[config.mk]
export PLATFORM = sky130hd
export DESIGN_NAME = irq_pending_ctrl
export DESIGN_NICKNAME = d
export VERILOG_FILES = /design/src/rtl/irq_pkg.sv /design/src/rtl/prio_enc_valid.sv /design/src/rtl/irq_pending_ctrl.sv
export SDC_FILE = /design/constraint.sdc
export NUM_CORES = 1
export LEC_CHECK = 0
export CAP_MARGIN = 20
export CORE_MARGIN = 5
export CORE_UTILIZATION = 46
export CTS_CLUSTER_SIZE = 24
export DETAILED_ROUTE_END_ITERATION = 10
export PLACE_DENSITY_LB_ADDON = 0.12
export SETUP_SLACK_MARGIN = 0.1
export SYNTH_ARGS = -nofsm -noshare
export SYNTH_HDL_FRONTEND = slang
export SYNTH_SLANG_ARGS = --single-unit
export TNS_END_PERCENT = 20
[constraint.sdc]
create_clock -name clk -period 3.1 [get_ports clk]
set_input_delay 0.62 -clock clk [delete_from_list [all_inputs] [get_ports clk]]
set_output_delay 0.62 -clock clk [all_outputs]
set_load 0.05 [all_outputs]
[src/rtl/irq_pkg.sv]
// Shared constants and state encoding for the interrupt pending controller.
package irq_pkg;

  localparam int unsigned N     = 8;
  localparam int unsigned IDX_W = 3;

  typedef enum logic {
    ST_IDLE,
    ST_PRESENT
  } state_e;

endpackage

[src/rtl/prio_enc_valid.sv]
// Combinational highest-index priority encoder with an any-valid flag.
module prio_enc_valid
  import irq_pkg::*;
#(
  parameter int unsigned W  = N,
  parameter int unsigned IW = IDX_W
) (
  input  logic [W-1:0]  vec,
  output logic [IW-1:0] idx_c,
  output logic          any_valid_c
);

  // Ascending scan so the highest set bit is the last one written.
  always_comb begin
    idx_c       = '0;
    any_valid_c = 1'b0;
    for (int i = 0; i < int'(W); i++) begin
      if (vec[i]) begin
        idx_c       = IW'(i);
        any_valid_c = 1'b1;
      end
    end
  end

endmodule

[src/rtl/irq_pending_ctrl.sv]
// Edge-captures request lines into a pending register and presents the
// highest-priority unmasked pending index on a valid/ready handshake.
module irq_pending_ctrl
  import irq_pkg::*;
(
  input  logic             clk,
  input  logic             rst_n,
  input  logic [N-1:0]     req_in,
  input  logic [N-1:0]     mask,
  input  logic             irq_ready,
  input  logic             clr_lost,
  output logic             irq_valid,
  output logic [IDX_W-1:0] irq_idx,
  output logic [N-1:0]     pending,
  output logic [N-1:0]     lost
);

  state_e           state;
  state_e           state_nxt;
  logic [N-1:0]     req_q;
  logic [N-1:0]     rise;
  logic [N-1:0]     clr;
  logic             acc;
  logic [N-1:0]     pending_nxt;
  logic [N-1:0]     lost_nxt;
  logic             valid_nxt;
  logic [IDX_W-1:0] idx_nxt;
  logic [IDX_W-1:0] enc_idx;
  logic             enc_any;

  // Encoder only matters in IDLE; the presented index is frozen in PRESENT.
  prio_enc_valid #(
    .W  (N),
    .IW (IDX_W)
  ) u_enc (
    .vec         (pending & mask),
    .idx_c       (enc_idx),
    .any_valid_c (enc_any)
  );

  // Event detection, acceptance clear, and next pending/lost values.
  always_comb begin
    rise        = req_in & ~req_q;
    acc         = irq_valid & irq_ready;
    clr         = acc ? (N'(1) << irq_idx) : '0;
    pending_nxt = (pending & ~clr) | rise;
    lost_nxt    = (clr_lost ? '0 : lost) | (rise & pending & ~clr);
  end

  // Next-state and next registered outputs of the presentation FSM.
  always_comb begin
    state_nxt = state;
    valid_nxt = irq_valid;
    idx_nxt   = irq_idx;
    case (state)
      ST_IDLE: begin
        valid_nxt = 1'b0;
        if (enc_any) begin
          valid_nxt = 1'b1;
          idx_nxt   = enc_idx;
          state_nxt = ST_PRESENT;
        end
      end
      ST_PRESENT: begin
        valid_nxt = 1'b1;
        if (acc) begin
          valid_nxt = 1'b0;
          state_nxt = ST_IDLE;
        end
      end
    endcase
  end

  // State and output registers.
  always_ff @(posedge clk or negedge rst_n) begin
    if (!rst_n) begin
      state     <= ST_IDLE;
      req_q     <= '0;
      pending   <= '0;
      lost      <= '0;
      irq_valid <= 1'b0;
      irq_idx   <= '0;
    end else begin
      state     <= state_nxt;
      req_q     <= req_in;
      pending   <= pending_nxt;
      lost      <= lost_nxt;
      irq_valid <= valid_nxt;
      irq_idx   <= idx_nxt;
    end
  end

endmodule

==> results of run 1 <==
[area by class of cell]
class,instances,area [sq um]
inverter,9,33.8
fill,190,689
timing repair buffer,40,398
multi-input combinational,58,340
clock buffer,4,36.3
tap,28,35.0
sequential,28,701
[final timing paths]
kind                       slack (ns)          to
max                              0.83  irq_idx[0]
min reg2reg                      0.53  pending[5]
min                              0.53  pending[5]
max in group asynchronous        2.19     lost[2]
max reg2reg                      1.64  irq_idx[0]
min in group asynchronous        0.65    req_q[0]
[per-layer routing]
| layer | share of wire [%] | global-route usage [%] |
|---|---|---|
| met5 | 0 | 0 |
| met4 | 0.82 | 4.97 |
| met3 | 5.9 | 3.73 |
| met2 | 52 | 28.5 |
| met1 | 42 | 18.8 |
[metrics by stage]
stage	instance area (sq um)	setup slack (ns)	cells	util, %	hold WS, ns
6_report	1540	0.833	167	69.1	0.528
3_5_place_dp	1510	0.955	163	67.5	0.511
3_3_place_gp	1510	1.01	163	67.5	0.498
4_1_cts	1540	0.824	167	69.1	0.532
5_1_grt	1540	0.755	167	69.1	0.567
2_1_floorplan	1080	1.41	96	-	0.324
[synth_stat cells (all sizes together)]
cell,count,area [sq um]
a21o,1,8.76
a21oi,1,8.76
a22o,1,8.76
a22oi,1,7.51
a32oi,1,8.76
and3,1,6.26
and3b,1,8.76
buf,1,3.75
dfrtp,28,701
inv,9,33.8
mux2,2,22.5
nand2,16,60.1
nand2b,10,62.6
nand3,2,10.0
nand3b,1,7.51
o211ai,2,15.0
o21ai,8,40.0
o22ai,8,50.1
o31ai,2,15.0
[power groups by stage]
stage	Combinational, mW	Clock (mW)	Sequential, mW
4_1_cts	0.668	0.181	0.529
2_1_floorplan	0.145	0	0.804
3_3_place_gp	0.656	0	0.533
3_5_place_dp	0.665	0	0.537
5_1_grt	0.702	0.198	0.547
6_report	0.662	0.176	0.530
[sequential cells by signal, summed over array words and instances, names as in the netlist]
register  flops
irq_idx       3
state         1
req_q         8
lost          8
pending       8
[kinds of logic after synthesis]
| group | after synthesis | share of synthesized area [%] |
|---|---|---|
| AOI/OAI and AO/OA | 25 | 15.1 |
| buffers and inverters | 10 | 3.48 |
| DFF | 28 | 65.0 |
| muxes | 2 | 2.09 |
| and+or+nand+nor | 31 | 14.4 |
[worst reg2reg max path, delay by kind of cell, from the launching register on]
kind             cells  cell delay [ns]
flip-flops           1             0.43
multiplexers         1             0.35
AO/OA/AOI/OAI        2             0.38
AND/OR/NAND/NOR      1             0.20
==> impl_metrics.json, run 1 <==
{
  "dieArea_sq_mm": 0.00341,
  "synth_cells": 96,
  "rsz0062_at_grt": "no",
  "ctsResizeCount": 0,
  "syn_area_sq_mm": 0.00108,
  "grt_pass1_vias": 982,
  "fin_nets": 160,
  "cts_hold_buf": 0,
  "totalPowerFinal_mw": 1.37,
  "synth_nets": 116,
  "synth_area_per_cell_sq_um": 11.2,
  "most-common-layout-cells": "clkdlybuf4s50_1, dfrtp_1, nand2_1",
  "p_leak_nw": 0.657,
  "holdCritPathClass": "flop to flop",
  "period_share_pct": 73.1,
  "syn_to_final_growth_pct": 43.2,
  "comb_power_share_pct": 48.4,
  "fp-row-count": 17,
  "worstSetupPathDepth": 1,
  "switching_share_pct": 45.1,
  "cts_max_level": 1,
  "hpwl_um": 1900,
  "drv.max_cap_violation_count": 0,
  "wire_per_inst_um": 14.6,
  "via_count": 867,
  "ant_nets": 0,
  "cp-start-kind": "flop",
  "crit_type": "flop to primary output",
  "vdd_ir_drop_max_v": 0.000583,
  "p_switching_mw": 0.617,
  "clkSlewWorstSetupHoldPaths_ns": 0.14,
  "ys_seq_area_share_pct": 65.0,
  "dr.pass1.iters": 4,
  "p_int_mw": 0.751,
  "drive_above_1_share_pct": 5.04,
  "path_buf_inv": 1,
  "yosysUniqueCellTypes": 19,
  "powerDensity_mw_per_mm2": 886,
  "critPathMaxStageDelay_ns": 0.84,
  "hold_viol": 0,
  "fp.dieH_um": 58.4,
  "pwr-share-seq_pct": 38.7,
  "drt_iter0_markers": 17,
  "crit_start": "irq_idx[0]",
  "path_max_fanout": 7,
  "outcome": "completed",
  "grt-ovfl-total": 0,
  "final_common_cell": "clkdlybuf4s50_1",
  "grt_max_degree": 29,
  "fin_skew_ns": 0.00287,
  "hold_start": "req_q[5]",
  "fmax_mhz": 441,
  "clock_latency_ns": 0.33,
  "path_cells": "clkdlybuf4s50_1",
  "via_per_inst": 5.19,
  "gp_routability_congestion": 0.748,
  "gr-usage-all-layers_pct": 16.0,
  "setup_violations": 0,
  "cts_sinks": 28,
  "wl_um": 2450,
  "grt_pass1_wl_um": 4220,
  "io_buffer_count": 39,
  "drc": 0,
  "ys_seq_elements": 28,
  "ys_warn_count": 0,
  "worstMarginPinSlew_ns": 0.507,
  "power_frac_clock_pct": 12.9,
  "cts_root_buf": "clkbuf_4",
  "initial_core_util_pct": 48.3,
  "r2r_start": "pending[4]",
  "end_kind": "primary output",
  "hold_depth": 2,
  "cp_slowest_cell": "clkdlybuf4s50_1",
  "maxSlewViolCount": 0,
  "r2r_cells": 4,
  "cts_tree": "done",
  "crit_family": "buffers and inverters",
  "numCtsBuffers": 3,
  "slew_headroom_pct": 66.1,
  "worstPathRequired_ns": 2.48,
  "die_x_um": 58.4,
  "post-cts-setup-buffers": 0,
  "tns_ns": 0,
  "arrival_ns": 1.65,
  "antenna_found_initial": 0,
  "post-route-min-period_ns": 2.27,
  "pin_count": 40,
  "cts_max_path_buffers": 2,
  "coreArea_sq_mm": 0.00223,
  "antenna_cells": 0
}
No activity file was read; power rests on OpenSTA's default activity.
==> run 2: changes to the inputs <==
CORE_UTILIZATION = 38   (was 46)
clock period = 1.9 ns   (was 3.1 ns; I/O delays follow)
==> run 2 against run 1 <==
Global-route usage shrank 2.6 points; clock skew up 0.0049 ns; critical path type unchanged; via count down 0.69%.
==> impl_metrics.json, run 2 (synthesis results as in run 1) <==
{
  "totalPowerFinal_mw": 2.28,
  "final_util_pct": 56.2,
  "r2r_start": "pending[5]",
  "clock_latency_ns": 0.33,
  "initial_core_util_pct": 39.5,
  "stdcell_count": 172,
  "syn_to_final_growth_pct": 42.6,
  "slew_headroom_pct": 66.8,
  "fp-row-count": 19,
  "holdCritPathClass": "primary input to async pin",
  "antenna_cells": 0,
  "reg.largest.list": "lost x8, pending x8, req_q x8",
  "cts_tree": "done",
  "die_x_um": 63.3,
  "dieArea_sq_mm": 0.00400,
  "drc": 0,
  "final_common_cell": "dfrtp_1",
  "coreArea_sq_mm": 0.00273,
  "vdd_ir_drop_max_v": 0.000958,
  "cp-start-kind": "flop",
  "numCtsBuffers": 3,
  "setup_violations": 0,
  "post-cts-setup-buffers": 0,
  "hpwl_um": 1910,
  "cp_slowest_cell": "dlygate4sd2_1",
  "dr.pass1.iters": 4,
  "grt_pass1_wl_um": 4260,
  "rsz0062_at_grt": "no",
  "tns_ns": 0,
  "busiest_layer": "met2",
  "arrival_ns": 1.25,
  "cts_sinks": 28,
  "path_buf_inv": 1,
  "p_leak_nw": 0.693,
  "antenna_found_initial": 0,
  "pin_count": 40,
  "cts_root_buf": "clkbuf_4",
  "whs_ns": 0.400,
  "post-route-min-period_ns": 1.63,
  "most-common-layout-cells": "dfrtp_1, clkdlybuf4s50_1, nand2_1, buf_4, nand2b_1",
  "fmax_mhz": 614,
  "fin_nets": 162,
  "grt_use_met3_pct": 4.26,
  "io_buffer_count": 39,
  "fin_skew_ns": 0.00782,
  "powerDensity_mw_per_mm2": 1490,
  "cts_hold_buf": 0,
  "end_kind": "primary output",
  "cts_max_level": 1,
  "maxSlewViolCount": 0,
  "path_cells": "dlygate4sd2_1",
  "crit_family": "buffers and inverters",
  "gr-usage-all-layers_pct": 13.4,
  "wl_um": 2470,
  "drv.max_cap_violation_count": 0,
  "via_per_inst": 5.01,
  "critPathMaxStageDelay_ns": 0.54,
  "gp_routability_congestion": 0.777,
  "grt_max_degree": 29,
  "worstPathRequired_ns": 1.52,
  "grt_pass1_vias": 918,
  "drt_iter0_markers": 24,
  "hold_viol": 0,
  "crit_start": "lost[7]",
  "outcome": "completed",
  "use_met1_pct": 16.4,
  "period_share_pct": 85.7,
  "cts_max_path_buffers": 2,
  "grt_use_met2_pct": 21.8,
  "via_count": 861,
  "ant_nets": 0,
  "ctsResizeCount": 7,
  "worstMarginPinSlew_ns": 0.500,
  "fp.dieH_um": 63.3,
  "grt-ovfl-total": 0,
  "path_max_fanout": 2,
  "drive_above_1_share_pct": 15.6,
  "wire_per_inst_um": 14.4,
  "clkSlewWorstSetupHoldPaths_ns": 0.15,
  "crit_type": "flop to primary output",
  "dp.cells": 168
}
==> run 2: cell count changes in the layout (fill, tap and decap cells not counted), sizes merged <==
cell,before,now
clkdlybuf4s50,39,19
buf,1,16
dlygate4sd2,0,7
bufinv,0,1
clkbuf,4,3
==> run 2: metrics by stage <==
step	setup WS (ns)	area, sq um
finish	0.273	1540
global route	0.200	1540
CTS	0.257	1540
detailed placement	0.00335	1490
global placement	0.0561	1490
floorplan	0.215	1080
==> run 2: power breakdown <==
group	leakage (nW)	internal, mW	switching, mW	total (mW)
registers	0.311	0.733	0.134	0.867
logic	0.355	0.329	0.702	1.03
clock network	0.0279	0.213	0.173	0.387
==> run 2: final cells by class <==
cell class	count	area, sq um
Sequential cell	28	701
Timing Repair Buffer	42	372
Inverter	9	33.8
Fill cell	238	1200
Clock buffer	3	22.5
Clock inverter	1	30.0
Multi-Input combinational cell	58	340
Tap cell	31	38.8
==> run 2: final timing paths <==
| check | end | slack [ns] | cells past startpoint |
|---|---|---|---|
| max in group asynchronous | pending[0] | 1.24 | 2 |
| worst min register to register | pending[4] | 0.52 | 2 |
| worst min-delay path | lost[7] | 0.40 | 2 |
| worst max register to register | irq_idx[1] | 0.48 | 4 |
| worst max-delay path | lost[7] | 0.27 | 1 |
| min in group clk | req_q[2] | 0.50 | 1 |
==> run 2: layer usage <==
metal / part of all wire [%] / wire length (um) / up-vias
met4: 0.77 / 19 / 0
met3: 7.0 / 173 / 2
met5: 0 / 0 / -
met1: 42 / 1040 / 421
met2: 50 / 1240 / 20
li1: - / - / 418
